`config.mk`:
```
export PLATFORM = sky130hd
export DESIGN_NAME = if_fetch
export DESIGN_NICKNAME = d
export VERILOG_FILES = /design/src/rtl/if_fetch.sv
export SDC_FILE = /design/constraint.sdc
export NUM_CORES = 1
export LEC_CHECK = 0
export ABC_AREA = 1
export CAP_MARGIN = 40
export CORE_UTILIZATION = 46
export CTS_CLUSTER_DIAMETER = 40
export DETAILED_ROUTE_END_ITERATION = 6
export PLACE_DENSITY = 0.72
export SLEW_MARGIN = 10
export SYNTH_ARGS = -nofsm -noshare
export SYNTH_HDL_FRONTEND = slang
export SYNTH_SLANG_ARGS = --single-unit
```
`constraint.sdc`:
```
create_clock -name clk -period 3.1 [get_ports clk]
set_input_delay 0.31 -clock clk [delete_from_list [all_inputs] [get_ports clk]]
set_output_delay 0.31 -clock clk [all_outputs]
set_load 0.02 [all_outputs]
```
`src/rtl/if_fetch.sv`:
```
// if_fetch -- instruction-fetch stage of the in-order MIPS pipeline.
//
// Issues one SRAM-like read per PC on the instruction bus. While a fetch is
// outstanding it asserts stallreq_o. The returned word, its PC and its
// exception bits are captured into the IF/ID pipeline register. If a flush
// arrives mid-access, the late response is discarded.
//
// Ports
//   clk, rst              pipeline clock, asynchronous active-low reset
//   pc_i, ce_i            fetch address and fetch enable from the PC register
//   excepttype_i          fetch exception vector (bit 16 = AdEL)
//   stall, flush          stall vector (bit 1 = IF/ID) and exception flush
//   inst_req, inst_addr   bus request / address
//   inst_addr_ok          bus request accepted
//   inst_data_ok          bus read data valid
//   inst_rdata            bus read data
//   stallreq_o            hold the pipeline: instruction for pc_i not ready
//   id_*_o                IF/ID pipeline register
//
// state  | meaning
// IDLE   | no access outstanding, request issued when eligible
// WAIT   | request accepted, waiting for data_ok
// HOLD   | data returned while IF/ID stalled, kept in buffer
// CANCEL | flushed mid-access, next data_ok is dropped
module if_fetch (
  input  logic        clk,
  input  logic        rst,
  input  logic [31:0] pc_i,
  input  logic        ce_i,
  input  logic [31:0] excepttype_i,
  input  logic [5:0]  stall,
  input  logic        flush,
  output logic        inst_req,
  output logic [31:0] inst_addr,
  input  logic        inst_addr_ok,
  input  logic        inst_data_ok,
  input  logic [31:0] inst_rdata,
  output logic        stallreq_o,
  output logic [31:0] id_pc_o,
  output logic [31:0] id_inst_o,
  output logic [31:0] id_excepttype_o,
  output logic        id_valid_o
);

  typedef enum logic [1:0] {IDLE, WAIT, HOLD, CANCEL} state_e;

  state_e      state_q, state_d;
  logic [31:0] buf_pc_q, buf_pc_d;
  logic [31:0] buf_inst_q, buf_inst_d;
  logic [31:0] buf_exc_q, buf_exc_d;
  logic [31:0] id_pc_q, id_pc_d;
  logic [31:0] id_inst_q, id_inst_d;
  logic [31:0] id_exc_q, id_exc_d;
  logic        id_valid_q, id_valid_d;

  logic adel;
  logic avail;
  logic unused_stall_bits;

  assign adel              = excepttype_i[16];
  assign unused_stall_bits = ^{stall[5:2], stall[0]};

  // Gated by rst so both outputs read 0 while reset is held, even though the
  // state register already sits in IDLE.
  assign inst_req   = rst & (state_q == IDLE) & ce_i & ~adel & ~flush & ~stall[1];
  assign inst_addr  = pc_i;
  assign stallreq_o = rst & ce_i & ~adel &
                      ((state_q == IDLE) |
                       ((state_q == WAIT) & ~inst_data_ok) |
                       (state_q == CANCEL));

  // An instruction is ready to enter IF/ID this cycle.
  assign avail = ((state_q == WAIT) & inst_data_ok) |
                 (state_q == HOLD) |
                 ((state_q == IDLE) & ce_i & adel);

  always_comb begin
    state_d    = state_q;
    buf_pc_d   = buf_pc_q;
    buf_inst_d = buf_inst_q;
    buf_exc_d  = buf_exc_q;

    unique case (state_q)
      IDLE: begin
        if (inst_req && inst_addr_ok) state_d = WAIT;
      end
      WAIT: begin
        // Flush wins over a coincident data_ok; without data the response
        // is still in flight and must be swallowed in CANCEL.
        if (flush) begin
          state_d = inst_data_ok ? IDLE : CANCEL;
        end else if (inst_data_ok) begin
          if (stall[1]) begin
            buf_pc_d   = pc_i;
            buf_inst_d = inst_rdata;
            buf_exc_d  = excepttype_i;
            state_d    = HOLD;
          end else begin
            state_d = IDLE;
          end
        end
      end
      HOLD: begin
        if (flush) begin
          buf_pc_d   = '0;
          buf_inst_d = '0;
          buf_exc_d  = '0;
          state_d    = IDLE;
        end else if (!stall[1]) begin
          state_d = IDLE;
        end
      end
      CANCEL: begin
        if (inst_data_ok) state_d = IDLE;
      end
      default: state_d = IDLE;
    endcase
  end

  always_comb begin
    id_pc_d    = id_pc_q;
    id_inst_d  = id_inst_q;
    id_exc_d   = id_exc_q;
    id_valid_d = id_valid_q;

    if (flush) begin
      id_pc_d    = '0;
      id_inst_d  = '0;
      id_exc_d   = '0;
      id_valid_d = 1'b0;
    end else if (stall[1]) begin
      // hold
    end else if (avail) begin
      id_valid_d = 1'b1;
      if (state_q == HOLD) begin
        id_pc_d   = buf_pc_q;
        id_inst_d = buf_inst_q;
        id_exc_d  = buf_exc_q;
      end else begin
        id_pc_d   = pc_i;
        id_inst_d = (state_q == WAIT) ? inst_rdata : 32'h0;
        id_exc_d  = excepttype_i;
      end
    end else begin
      id_pc_d    = '0;
      id_inst_d  = '0;
      id_exc_d   = '0;
      id_valid_d = 1'b0;
    end
  end

  always_ff @(posedge clk or negedge rst) begin
    if (!rst) begin
      state_q    <= IDLE;
      buf_pc_q   <= '0;
      buf_inst_q <= '0;
      buf_exc_q  <= '0;
      id_pc_q    <= '0;
      id_inst_q  <= '0;
      id_exc_q   <= '0;
      id_valid_q <= 1'b0;
    end else begin
      state_q    <= state_d;
      buf_pc_q   <= buf_pc_d;
      buf_inst_q <= buf_inst_d;
      buf_exc_q  <= buf_exc_d;
      id_pc_q    <= id_pc_d;
      id_inst_q  <= id_inst_d;
      id_exc_q   <= id_exc_d;
      id_valid_q <= id_valid_d;
    end
  end

  assign id_pc_o         = id_pc_q;
  assign id_inst_o       = id_inst_q;
  assign id_excepttype_o = id_exc_q;
  assign id_valid_o      = id_valid_q;

endmodule

```
* Word-level counts from Yosys, hierarchy flattened *
Cells that the tools add are included.

storage, ports and cells
  logic and storage cells = 83
  input port bits = 108
  register bits after elaboration = 195

operators by class
  equality and inequality tests = 12
  reductions and logical operators = 5
  multiplexer cells = 38
  bitwise operators = 20

operator list
  kind                                           count
  2-to-1 mux 32 bit                              23
  case mux 32 bit (2 select lines)               3
  2-to-1 mux 2 bit                               8
  AND 1 bit                                      12
  != test 2 bit, second input constant           5
  case mux 2 bit (4 select lines)                1
  != test 3 bit, second input constant           2
  AND reduction 5 bit                            1
  == test 2 bit, second input constant           2
  != test 2 x 1 -> 1 bit, second input constant  2
  inverter 1 bit                                 4
  bitwise OR 1 bit                               4
  AND reduction 4 bit                            1
  2-to-1 mux 1 bit                               3
  == test 2 x 1 -> 1 bit, second input constant  1
  logical NOT 2 bit                              1
  nonzero test 2 bit                             1
  logical AND 1 bit                              1

* Longest topological paths before layout *
  word-level depth = 9
  depth in mapped cells = 9
  depth with buffers taken out = 7

* Least setup slack after synthesis *
OpenSTA, ideal clock, no wires.

  path type = input to output
  from = input flush
  to = output inst_req
  required time = 2.790 ns
  data arrival time = 1.212 ns
  path slack = 1.578 ns
  stages = 4
  path buffers = 1
  cells stage by stage = nor2_1 > buf_2 > nand2_1 > nor2_1

on the way
  longest elaborated chain between the ends = 3

ends and longest elaborated chain
  element                  line  RTL
  from (decl)              32    input logic flush,
  inverter 1 bit           65    assign inst_req = rst & (state_q == IDLE) & ce_i & ~adel & ~flush & ~stall[1];
  AND 1 bit (2 in series)  65
  to (decl)                33    output logic inst_req,

Every way passes these cells.

* Worst setup path after layout *
  from = register state_q[0]
  to = output stallreq_o

on the way
  longest elaborated chain between the ends = 5
  elaborated cells between the ends (all ways) = 7
  those cells by class = 2 x eq/ne; 4 x bitwise; 1 x reduce/logical

ends and longest elaborated chain
  element                 line  RTL
  from (decl)             47    state_e state_q, state_d;
  from (signal assigned)  163   state_q <= state_d;
  == test 2 x 1 -> 1 bit  69    ((state_q == WAIT) & ~inst_data_ok) |
  AND 1 bit               69
  bitwise OR 1 bit        68    ((state_q == IDLE) |
  bitwise OR 1 bit *      69
  AND 1 bit *             67    assign stallreq_o = rst & ce_i & ~adel &
  to (decl)               38    output logic stallreq_o,

Mark *: on every way between the ends. The rest lies on a longest branch, timed or not.

==> run metrics <==
Net Count, Synth=1,265; Die Y-Extent=147 µm; fin nets=1,416; placed cell areas=11,700 µm²; Final Non-Filler Cells=1,590; vias in the first global route=8,108; Clock Sink Count=195; max frequency=372 MHz; sw power=3220 µW; XOR/XNOR Fraction of Synth Area=0%; Detailed Route Iter0 Violations=540; first-pass GRT wire length=41,400 µm; Leakage=0.00615 µW; largest family of logic cells by synthesized area=simple AND/OR/NAND/NOR gates; Post-Place Cells=1,558; synthesized area per cell=8.32 µm²; initial antenna violation count=0; Comb power frac=33.1%; clk_lat worst skew=0.42 ns; die area=21,500 µm²; post-route cell area=12,300 µm²; Synth Area in Simple Gates=32.0%; TritonCTS clock tree=done; reg2reg start=state_q[0]$_DFFE_PN0P_; met3 Use GR=5.84%; core area=20,400 µm²; htree depth=4; RR Endpoint=buf_inst_q[13]$_DFFE_PN0P_; CP arrival=2.37 ns; register area share after synthesis=50.7%; Slew @ Worst Pin=0.775 ns; pwr dens=717 nW/µm²; Area Growth Syn to Fin=28.0%; Internal=5610 µW; met2 Use GR=38.7%; # diodes=0; mapped cell area=9630 µm²; r2r setup slk=0.69 ns; switching part of the total=36.5%; Ys Warns=0; setup TNS=0 ns; Hold Vio Cnt, Final=0; CP Capture Type=output pin; CP startpoint=state_q[0]$_DFFE_PN0P_; Routed WL=24,700 µm; CTS Buf Count=17; total gr overflow=0; Final setup viols=0; share of cells above drive strength 1=11.4%; distinct cell type count after synthesis=19; Die Width=147 µm; flops & latches, synth=195; Compound-Gate Fraction of Synth Area=8.72%; Hold WC Path Type=input port to asynchronous set/reset pin; run status=finished clean; total design power=8830 µW; maximum clock path buffer count=2; Post-CTS Setup Inserts=0; kind of critical path=flop to output pin; Max-Cap Viols=0; Resized cells post-CTS=0; pins over their slew limit=0; Rel. slew slack=48.4%; unrepaired setup endpoints after global routing=no; Top Usage Layer GRT=met2; RePlAce Congestion=0.778; routed vias=8,349; Clock Root Buffer=clkbuf_16; ANT nets after route=0; GRT Overall Usage=23.9%; FF-to-FF path depth=7; post-synthesis mux area share=0%; Buffers on Ports=233; drt pass-1 iters=7; Worst Clk Skew=0.00875 ns; worst path required time=2.79 ns; Mapped Cells=1,157; Reg clk slew, reported paths=0.07 ns; largest net degree at the start of global routing=105; CP Launch Type=flop; via/cell ratio=5.25; num rows=52; CTS Hold Bufs=1; Remaining DRCs=0; # IOs=239; Tcrit/Tclk final=86.6%; clock share of power=26.1%; largest fanout on the critical path=26; met1 usage=32.1%; Starting Density=47.3%; drt wl/cell=15.5 µm; Adder-Cell Fraction of Synth Area=0%; register share of total power=40.8%; peak supply drop=466 µV; detailed placement HPWL=14,700 µm; Tmin final=2.68 ns
==> cell usage in the layout (no fill, tap or decap), types with 4 or more instances in the layout <==
| cell type | instances |
|---|---|
| inv_6 | 5 |
| o21ai_2 | 86 |
| nand3_1 | 228 |
| buf_4 | 16 |
| nand2_1 | 491 |
| inv_1 | 4 |
| clkdlybuf4s50_1 | 232 |
| o21ai_0 | 11 |
| clkbuf_16 | 17 |
| dfrtp_1 | 194 |
| nor2_1 | 5 |
==> final cells by class <==
cell class,count,area [µm²]
Inverter,8,31.3
Timing Repair Buffer,253,2530
Clock buffer,18,439
Clock inverter,13,170
Fill cell,1803,8040
Sequential cell,195,4880
Multi-Input combinational cell,833,3930
Tap cell,270,338
==> layer usage <==
| layer | part of all wire [%] | routed length [µm] |
|---|---|---|
| met1 | 44 | 10900 |
| met2 | 48 | 11800 |
| met3 | 7.1 | 1750 |
| met4 | 1.1 | 270 |
| met5 | 0 | 0 |
==> worst max-delay path by stage <==
| stage | endpoint | cells after the start |
|---|---|---|
| detailed placement | buf_inst_q[7]$_DFFE_PN0P_ | 7 |
| floorplan | inst_req | 4 |
| global route | stallreq_o | 6 |
| global placement | buf_inst_q[14]$_DFFE_PN0P_ | 7 |
| finish | stallreq_o | 6 |
| CTS | stallreq_o | 6 |
==> through the flow <==
step	utilization, %	hold WS (ns)	worst slack, ns
after floorplan	-	0.0144	1.58
after global placement	57.5	0.279	0.724
after detailed placement	57.5	0.283	0.696
after CTS	60.5	0.384	0.360
after global routing	60.5	0.386	0.274
final	60.5	0.387	0.415
==> state kept, by name, indices dropped and copies added, names as in the netlist <==
signal and count:
buf_inst_q 32, state_q 2, id_pc_o 32, id_inst_o 32, id_excepttype_o 32, id_valid_o 1, buf_exc_q 32, buf_pc_q 32
==> worst max-delay path: stages (launching register included) <==
cell and delay, ns:
dfrtp_1 0.35, buf_4 0.28, clkinv_2 0.14, nand2_4 0.29, o21ai_4 0.14, nor2_1 0.11
clkdlybuf4s50_1 0.64
==> cells in the mapped netlist <==
cell | n | area (µm²)
buf_2 | 19 | 95.1
nand4_1 | 1 | 6.26
inv_1 | 4 | 15.0
nor2_1 | 6 | 22.5
nand3_1 | 228 | 1140
o21ai_2 | 86 | 753
o21ai_0 | 11 | 55.1
nor2_4 | 1 | 11.3
nand3_2 | 2 | 20.0
o21ai_4 | 1 | 16.3
buf_1 | 3 | 11.3
dfrtp_1 | 195 | 4880
nand2_1 | 491 | 1840
inv_2 | 4 | 15.0
buf_6 | 25 | 282
clkbuf_1 | 38 | 143
buf_4 | 36 | 270
nand2_4 | 3 | 33.8
a21oi_1 | 3 | 15.0
==> cells by family after synthesis <==
| group | Yosys count |
|---|---|
| AO/OA/AOI/OAI | 101 |
| buffers and inverters | 129 |
| flip-flops | 195 |
| AND/OR/NAND/NOR | 732 |
==> power by group through the flow <==
stage	Clock [µW]	Combinational (µW)	Sequential, µW
floorplan	0	2170	3670
global placement	0	2890	3610
detailed placement	0	2950	3640
CTS	2360	2970	3600
global route	2460	3250	3680
finish	2300	2930	3600
(Power assumes the default switching activity.)
